File: config.mk
export PLATFORM = sky130hd
export DESIGN_NAME = hack_ps2_kbd
export DESIGN_NICKNAME = d
export VERILOG_FILES = /design/src/rtl/hack_ps2_kbd.sv
export SDC_FILE = /design/constraint.sdc
export NUM_CORES = 1
export LEC_CHECK = 0
export BUFFER_PORTS_ARGS = -buffer_cell sky130_fd_sc_hd__buf_2
export CAP_MARGIN = 20
export CORE_UTILIZATION = 60
export CTS_CLUSTER_DIAMETER = 200
export DETAILED_ROUTE_END_ITERATION = 10
export PLACE_DENSITY = 0.78
export SKIP_CTS_REPAIR_TIMING = 1
export SYNTH_ARGS = -nofsm -noshare
export SYNTH_HDL_FRONTEND = slang
export SYNTH_SLANG_ARGS = --single-unit
File: constraint.sdc
create_clock -name clk1 -period 7.9 [get_ports clk1]
set_clock_uncertainty 0.2 [all_clocks]
set_input_delay 0.395 -clock clk1 [delete_from_list [all_inputs] [get_ports clk1]]
set_output_delay 0.395 -clock clk1 [all_outputs]
set_load 0.005 [all_outputs]
File: src/rtl/hack_ps2_kbd.sv
// PS/2 keyboard receiver for the HACK PC: pad conditioning, 11-bit frame capture,
// make/break/extended tracking and scan-code set 2 to HACK key-code translation.
module hack_ps2_kbd #(
   parameter int FILTER_LEN     = 4,
   parameter int TIMEOUT_CYCLES = 50000
) (
   input  logic        clk1,
   input  logic        rst,
   input  logic        ps2_clk,
   input  logic        ps2_data,
   output logic [15:0] key,
   output logic        key_we,
   output logic        frame_err
);

   localparam int FCW = $clog2(FILTER_LEN + 1);
   localparam int TCW = $clog2(TIMEOUT_CYCLES + 1);

   typedef enum logic [1:0] {
      IDLE,
      DATA,
      PARITY,
      STOP
   } state_e;

   // Input conditioning
   logic [1:0]     sync_clk_q, sync_clk_d;
   logic [1:0]     sync_data_q, sync_data_d;
   logic [FCW-1:0] filt_cnt_q, filt_cnt_d;
   logic           fclk_q, fclk_d;
   logic           clk_s, data_s, fall;

   // Frame receiver
   state_e         state_q, state_d;
   logic [7:0]     shift_q, shift_d;
   logic [2:0]     bit_cnt_q, bit_cnt_d;
   logic           parity_q, parity_d;
   logic [TCW-1:0] tmo_cnt_q, tmo_cnt_d;
   logic           tmo_hit;
   logic           rx_vld_q, rx_vld_d;
   logic           rx_err_q, rx_err_d;

   // Decoder
   logic           ext_q, ext_d;
   logic           brk_q, brk_d;
   logic [15:0]    key_q, key_d;
   logic           key_we_q, key_we_d;
   logic           frame_err_q, frame_err_d;
   logic [15:0]    code;

   function automatic logic [15:0] xlate(input logic [8:0] sc);
      logic [15:0] v;
      v = 16'd0;
      case (sc)
         9'h01C: v = 16'd65;   9'h032: v = 16'd66;   9'h021: v = 16'd67;
         9'h023: v = 16'd68;   9'h024: v = 16'd69;   9'h02B: v = 16'd70;
         9'h034: v = 16'd71;   9'h033: v = 16'd72;   9'h043: v = 16'd73;
         9'h03B: v = 16'd74;   9'h042: v = 16'd75;   9'h04B: v = 16'd76;
         9'h03A: v = 16'd77;   9'h031: v = 16'd78;   9'h044: v = 16'd79;
         9'h04D: v = 16'd80;   9'h015: v = 16'd81;   9'h02D: v = 16'd82;
         9'h01B: v = 16'd83;   9'h02C: v = 16'd84;   9'h03C: v = 16'd85;
         9'h02A: v = 16'd86;   9'h01D: v = 16'd87;   9'h022: v = 16'd88;
         9'h035: v = 16'd89;   9'h01A: v = 16'd90;
         9'h045: v = 16'd48;   9'h016: v = 16'd49;   9'h01E: v = 16'd50;
         9'h026: v = 16'd51;   9'h025: v = 16'd52;   9'h02E: v = 16'd53;
         9'h036: v = 16'd54;   9'h03D: v = 16'd55;   9'h03E: v = 16'd56;
         9'h046: v = 16'd57;
         9'h029: v = 16'd32;   9'h05A: v = 16'd128;  9'h066: v = 16'd129;
         9'h076: v = 16'd140;
         9'h16B: v = 16'd130;  9'h175: v = 16'd131;  9'h174: v = 16'd132;
         9'h172: v = 16'd133;  9'h16C: v = 16'd134;  9'h169: v = 16'd135;
         9'h171: v = 16'd139;
         default: v = 16'd0;
      endcase
      return v;
   endfunction

   assign clk_s  = sync_clk_q[1];
   assign data_s = sync_data_q[1];

   // NOTE: every signal assigned in always_comb gets a default first, so no path can infer a latch.
   always_comb begin
      sync_clk_d  = {sync_clk_q[0], ps2_clk};
      sync_data_d = {sync_data_q[0], ps2_data};
      filt_cnt_d  = filt_cnt_q;
      fclk_d      = fclk_q;
      if (clk_s == fclk_q) begin
         filt_cnt_d = '0;
      end else if (filt_cnt_q == FCW'(FILTER_LEN - 1)) begin
         fclk_d     = clk_s;
         filt_cnt_d = '0;
      end else begin
         filt_cnt_d = filt_cnt_q + FCW'(1);
      end
   end

   // Falling edge is seen in the cycle the filtered level is about to drop.
   assign fall    = fclk_q & ~fclk_d;
   assign tmo_hit = (state_q != IDLE) && !fall && (tmo_cnt_q == TCW'(TIMEOUT_CYCLES - 1));

   // Next-state logic
   always_comb begin
      state_d = state_q;
      case (state_q)
         IDLE:    if (fall && !data_s)             state_d = DATA;
         DATA:    if (fall && bit_cnt_q == 3'd7)   state_d = PARITY;
         PARITY:  if (fall)                        state_d = STOP;
         STOP:    if (fall)                        state_d = IDLE;
         default:                                  state_d = IDLE;
      endcase
      if (tmo_hit) state_d = IDLE;
   end

   // Frame outputs: byte-valid and error strobes toward the decoder
   always_comb begin
      rx_vld_d = 1'b0;
      rx_err_d = 1'b0;
      case (state_q)
         IDLE: if (fall && data_s) rx_err_d = 1'b1;
         STOP: begin
            if (fall) begin
               if (data_s && (^{shift_q, parity_q})) rx_vld_d = 1'b1;
               else                                  rx_err_d = 1'b1;
            end
         end
         default: ;
      endcase
      if (tmo_hit) rx_err_d = 1'b1;
   end

   // Receiver datapath
   always_comb begin
      shift_d   = shift_q;
      bit_cnt_d = bit_cnt_q;
      parity_d  = parity_q;
      tmo_cnt_d = (state_q == IDLE || fall || tmo_hit) ? '0 : tmo_cnt_q + TCW'(1);
      if (fall) begin
         case (state_q)
            IDLE:    bit_cnt_d = 3'd0;
            DATA: begin
               shift_d   = {data_s, shift_q[7:1]};
               bit_cnt_d = bit_cnt_q + 3'd1;
            end
            PARITY:  parity_d = data_s;
            default: ;
         endcase
      end
   end

   // Decoder: shift_q holds the delivered byte while rx_vld_q is high.
   assign code = xlate({ext_q, shift_q});

   always_comb begin
      ext_d       = ext_q;
      brk_d       = brk_q;
      key_d       = key_q;
      key_we_d    = 1'b0;
      frame_err_d = rx_err_q;
      if (rx_vld_q) begin
         if (shift_q == 8'hE0) begin
            ext_d = 1'b1;
         end else if (shift_q == 8'hF0) begin
            brk_d = 1'b1;
         end else begin
            ext_d = 1'b0;
            brk_d = 1'b0;
            if (code != 16'd0) begin
               if (!brk_q && code != key_q) begin
                  key_d    = code;
                  key_we_d = 1'b1;
               end else if (brk_q && code == key_q) begin
                  key_d    = 16'd0;
                  key_we_d = 1'b1;
               end
            end
         end
      end
   end

   // NOTE: state registers use non-blocking assignments so every flop samples pre-edge values.
   always_ff @(posedge clk1) begin
      if (rst) begin
         sync_clk_q  <= 2'b11;
         sync_data_q <= 2'b11;
         filt_cnt_q  <= '0;
         fclk_q      <= 1'b1;
         state_q     <= IDLE;
         shift_q     <= 8'd0;
         bit_cnt_q   <= 3'd0;
         parity_q    <= 1'b0;
         tmo_cnt_q   <= '0;
         rx_vld_q    <= 1'b0;
         rx_err_q    <= 1'b0;
         ext_q       <= 1'b0;
         brk_q       <= 1'b0;
         key_q       <= 16'd0;
         key_we_q    <= 1'b0;
         frame_err_q <= 1'b0;
      end else begin
         sync_clk_q  <= sync_clk_d;
         sync_data_q <= sync_data_d;
         filt_cnt_q  <= filt_cnt_d;
         fclk_q      <= fclk_d;
         state_q     <= state_d;
         shift_q     <= shift_d;
         bit_cnt_q   <= bit_cnt_d;
         parity_q    <= parity_d;
         tmo_cnt_q   <= tmo_cnt_d;
         rx_vld_q    <= rx_vld_d;
         rx_err_q    <= rx_err_d;
         ext_q       <= ext_d;
         brk_q       <= brk_d;
         key_q       <= key_d;
         key_we_q    <= key_we_d;
         frame_err_q <= frame_err_d;
      end
   end

   assign key       = key_q;
   assign key_we    = key_we_q;
   assign frame_err = frame_err_q;

endmodule
Word level (Yosys, flattened, before mapping)
Cells that the tools add are included.
{ "totals": {"out_inout_bits": 18, "inputBits": 4, "word_cells": 143, "register_bits": 60} }
{ "op_classes": {"eq_ne": 63, "n_reduce_logical": 31, "n_mux": 22, "n_bitwise": 8, "add_sub_neg": 3} }
{ "ops": {"columns": ["cell", "n"], "rows": [
  ["$pmux 8 s47", 1],
  ["$eq 9x6->1 const B", 23],
  ["$eq 9x7->1 const B", 10],
  ["$eq 9x5->1 const B", 7],
  ["$eq 9x9->1 const B", 7],
  ["$mux 16", 2],
  ["$add 16x1->16 const B", 1],
  ["$eq 16x16->1", 1],
  ["$eq 16x16->1 const B", 1],
  ["$eq 8x8->1 const B", 2],
  ["$ne 16x16->1", 1],
  ["$reduce_bool 16->1", 1],
  ["$mux 1", 12],
  ["$ne 2x2->1 const B", 5],
  ["$reduce_and 2->1", 5],
  ["$reduce_xor 9->1", 1],
  ["$logic_and 1x1->1", 8],
  ["$mux 2", 4],
  ["$pmux 2 s4", 1],
  ["$not 1->1", 7],
  ["$add 3x1->3 const B", 2],
  ["$pmux 3 s2", 1],
  ["$reduce_bool 2->1", 3],
  ["$reduce_or 3->1", 2],
  ["other kinds (14)", 19]
]} }

Longest topological paths before layout
{ "depth": {"ltp_word": 10, "depth_mapped": 15, "ltp_nobuf": 11} }

Least setup slack after synthesis
No wires, ideal clock.
{ "synth_timing": {"path_kind": "flip-flop to flip-flop", "start": "register shift_q[5]", "end": "register key_q[0], in the netlist key[0]", "stages_incl_launch_ff": 14, "synth_period_minus_slack_ns": 3.342, "required_ns": 7.568, "n_path_buf": 2, "setup_time_ns": 0.132, "arrival_time_ns": 3.009, "path_slack_ns": 4.558, "cell_sequence": "dfxtp_1 buf_6 or3_4 or4_4 a21oi_4 a2111oi_2 and4_1 a2111oi_2 nand4_1 ha_1 or2_2 clkbuf_1 o21ai_1 a21oi_1"} }
{ "synth_via": {"elab_chain_len": 6, "elab_cells_between_ends": 60, "classes_between": "51 x eq/ne; 2 x mux; 2 x bitwise; 5 x reduce/logical"} }
{ "synth_rtl": {"columns": ["element", "line", "source"], "rows": [
  ["start: declaration", "35", "logic [7:0] shift_q, shift_d;"],
  ["start signal: assignment", "205", "shift_q <= shift_d;"],
  ["$eq 9x9->1, or another cell as far along", "54", "case (sc)"],
  ["$pmux 8 s47", "54", null],
  ["$ne 16x16->1 or $eq 16x16->1 (tied branches)", "168, 171", null],
  ["$logic_and 1x1->1, on equally long branches", "168, 171", null],
  ["$reduce_bool 2->1 (no source line)", null, null],
  ["$reduce_and 5->1 (no source line)", null, null],
  ["end signal: assignment", "213", "key_q <= key_d;"],
  ["end: declaration", "46", "logic [15:0] key_q, key_d;"]
]} }
Parallel ways exist; a longest one is shown, timed or not.
A chain may end at the register's enable or synchronous reset.

Final worst setup path
{ "layout_timing": {"start": "register shift_q[4]", "end": "register key_q[5], in the netlist key[5]"} }
The elaborated chain is that of the path after synthesis.

==> results.py <==
metrics = {
    "clocking": {
        "cts_root_buf": "clkbuf_8",
        "cts.clk_slew.worst_paths_ns": 0.10,
        "cts_buffers": 5,
        "cts_buffer_depth": 2,
        "tritoncts": "done",
        "clkSinkCount": 52,
        "cts_max_level": 2,
        "clk_latency_ns": 0.30,
    },
    "routing": {
        "num_vias": 3309,
        "dr.pass1.iters": 6,
        "route.antenna.remaining_nets": 0,
        "drt_wl_total_mm": 8.47,
        "routedWlPerCell_um": 16.6,
        "viasPerCell": 6.48,
        "drc": 0,
        "drt_iter0_markers": 353,
    },
    "worst_setup_path": {
        "worst-r2r-setup-slack_ns": 3.71,
        "cp_slowest_cell": "dfxtp_1",
        "worstSetupPathType": "reg -> reg",
        "crit_chain": "nand2b_1, or2_1, o31ai_1, nor4b_1, a31o_2, a211oi_1, nand4_1, ha_1, nor2_1, nand3_1, a21oi_1",
        "rr_worst_depth": 11,
        "timing.rr.start": "shift_q[4]$_SDFFE_PP0P_",
        "critPathLaunchType": "register",
        "arrival_ns": 4.22,
        "rr_endpoint": "key[5]$_SDFFE_PP0P_",
        "critPathMaxFanout": 26,
        "cp.required_ns": 7.93,
        "endpoint_kind": "register",
        "max_stage_delay_ns": 0.90,
    },
    "synth": {
        "synth_top_cell_by_area": "dfxtp_1",
        "synth_flop_cell": "dfxtp_1",
        "synthCells": 449,
        "yosysUniqueCellTypes": 77,
        "ys_ff_latch": 52,
        "synth-async-reset-ratio": 0,
        "synth_top_area_share": 0.292,
        "syn_area_per_cell_um2": 7.95,
        "synthesis.area_um2": 3570,
        "synth_edf_count": 0,
        "yosysWarningCount": 0,
        "synth-seq-area-share": 0.292,
        "yosys-top-cells-area": "dfxtp_1 29%, nand2_1 4.1%, nand3_1 3.8%",
    },
    "global_routing": {
        "grt-ovfl-total": 0,
        "antenna_found_initial": 0,
        "grt_max_degree": 34,
        "track_usage": 0.284,
        "grt_pass1_vias": 3120,
        "grt_pass1_wl_mm": 14.3,
    },
    "finish": {
        "drive_gt1_frac": 0.103,
        "final_nets": 452,
        "diodes": 0,
        "finalCoreUtilization": 0.643,
        "area_delta_synth_final_pct": 0.981,
    },
    "sta": {
        "worst_pin_slew_ns": 0.872,
        "final_hold_viol_count": 0,
        "final_max_slew_viol_count": 0,
        "relSlewSlack": 0.418,
        "fmax_mhz": 239,
        "tns_ns": 0,
        "setup_slack_ns": 3.71,
        "report.final.setup_viol": 0,
        "fin_crit_sh": 0.530,
        "fin_crit_ns": 4.19,
        "rsz0062_at_grt": "false",
    },
    "die": {
        "io_pins": 22,
        "core_area_um2": 5610,
        "row_count": 27,
        "die-area_um2": 6260,
        "initial_utilization": 0.637,
        "fp.dieW_um": 79.1,
        "die_h_um": 79.1,
    },
    "power_and_ir_drop": {
        "p_leak_nw": 1.26,
        "powerDensity_nw_per_um2": 116,
        "ir_drop_mv": 0.137,
    },
    "flow_run": {
        "cap_violations": 0,
    },
    "status": {
        "status": "finished clean",
    },
    "min_path": {
        "hold_start": "ps2_data",
        "hold_depth": 2,
        "worstHoldEndpoint": "sync_data_q[0]$_SDFF_PP1_",
        "worstHoldPathType": "in -> reg",
    },
    "placed_design": {
        "io_buffer_count": 13,
        "dp_hpwl_mm": 5.98,
        "gp_congestion": 0.943,
        "place_ws_ns": 3.82,
    },
}
[cells in the final DEF, fill, tap and decap left out, drive strengths merged, types with 5 or more instances in the layout]
cell type  count
dfxtp         52
and3           8
nor3b          5
o21ai         18
nand4         13
a21oi         27
xor2          10
nor3          14
or2           11
nand3         27
or3            7
inv           12
ha            10
conb           8
clkbuf         5
nor2          36
nor4b          7
nor4           6
nor2b         10
nand2b        11
nand2         39
buf           17
xnor2         15
[cell usage after synthesis, types with 9 or more instances]
| cell | number |
|---|---|
| nand3_1 | 27 |
| inv_1 | 12 |
| nor2_1 | 36 |
| xor2_1 | 10 |
| buf_2 | 16 |
| nand2b_1 | 11 |
| nor2b_1 | 10 |
| xnor2_1 | 14 |
| nor3_1 | 14 |
| buf_4 | 9 |
| ha_1 | 10 |
| nand2_1 | 39 |
| clkbuf_1 | 9 |
| dfxtp_1 | 52 |
| nand4_1 | 13 |
| or2_2 | 9 |
| a21oi_1 | 26 |
| o21ai_0 | 10 |
[final cells by class]
type / instances / area (µm²)
clock buffer: 5 / 68.8
tap: 72 / 90.1
inverter: 12 / 45.0
timing repair buffer: 17 / 95.1
fill: 530 / 2000
sequential: 52 / 1040
clock inverter: 3 / 18.8
multi-input combinational: 350 / 2250
[metal layers]
layer	wire length, µm	track usage	vias to the layer above
met5	0	0	-
met4	234	0.122	0
met3	464	0.0448	17
met2	4060	0.485	145
met1	3710	0.352	1559
li1	-	-	1588
[power by group]
part	leakage, nW	internal (mW)	switching (mW)
combinational	0.791	0.00182	0.00420
clock	0.0479	0.0619	0.0876
sequential	0.420	0.263	0.000535
[metrics by stage]
stage          hold WS (ns)  cell area, µm²  total power [mW]  std cells
6_report             0.0722            3600             0.419        511
5_1_grt              0.0684            3600             0.434        511
4_1_cts              0.0641            3600             0.423        511
3_5_place_dp          0.197            3520             0.276        503
3_3_place_gp          0.194            3520             0.275        503
2_1_floorplan         0.189            3600             0.277        456
[worst max-delay path, delay by kind of cell (launching register included)]
kind / cells / cell delay (ns)
and+or+nand+nor: 6 / 1.58
AOI/OAI and AO/OA: 4 / 1.12
DFF: 1 / 0.90
adders and majority gates: 1 / 0.30
[cells by family (layout without fill, tap and decap cells)]
logic type / after synthesis / after routing / synth area share
AOI/OAI and AO/OA: 90 / 90 / 0.173
xor gates and xnor gates: 26 / 26 / 0.0698
adders and majority gates: 10 / 10 / 0.0351
buffers and inverters: 54 / 37 / 0.0866
DFF: 52 / 52 / 0.292
muxes: 2 / 2 / 0.00561
other: 1 / 8 / 0.00105
and+or+nand+nor: 214 / 214 / 0.337
[sequential cells by signal, summed over array words and instances (netlist names)]
signal	count
tmo_cnt_q	16
key	8
shift_q	8
bit_cnt_q	3
filt_cnt_q	3
state_q	2
sync_clk_q	2
sync_data_q	2
brk_q	1
ext_q	1
fclk_q	1
frame_err	1
frame_err_d	1
key_we	1
parity_q	1
rx_vld_q	1
[worst max-delay path by stage]
stage	startpoint	endpoint	slack [ns]	cells after the start
2_1_floorplan	shift_q[5]$_SDFFE_PP0P_	key[0]$_SDFFE_PP0P_	4.56	13
3_3_place_gp	shift_q[4]$_SDFFE_PP0P_	key[2]$_SDFFE_PP0P_	3.96	11
3_5_place_dp	shift_q[4]$_SDFFE_PP0P_	key[5]$_SDFFE_PP0P_	3.82	11
4_1_cts	shift_q[4]$_SDFFE_PP0P_	key[5]$_SDFFE_PP0P_	3.79	11
5_1_grt	shift_q[4]$_SDFFE_PP0P_	key[3]$_SDFFE_PP0P_	3.41	11
6_report	shift_q[4]$_SDFFE_PP0P_	key[5]$_SDFFE_PP0P_	3.71	11
(Power assumes the default switching activity.)
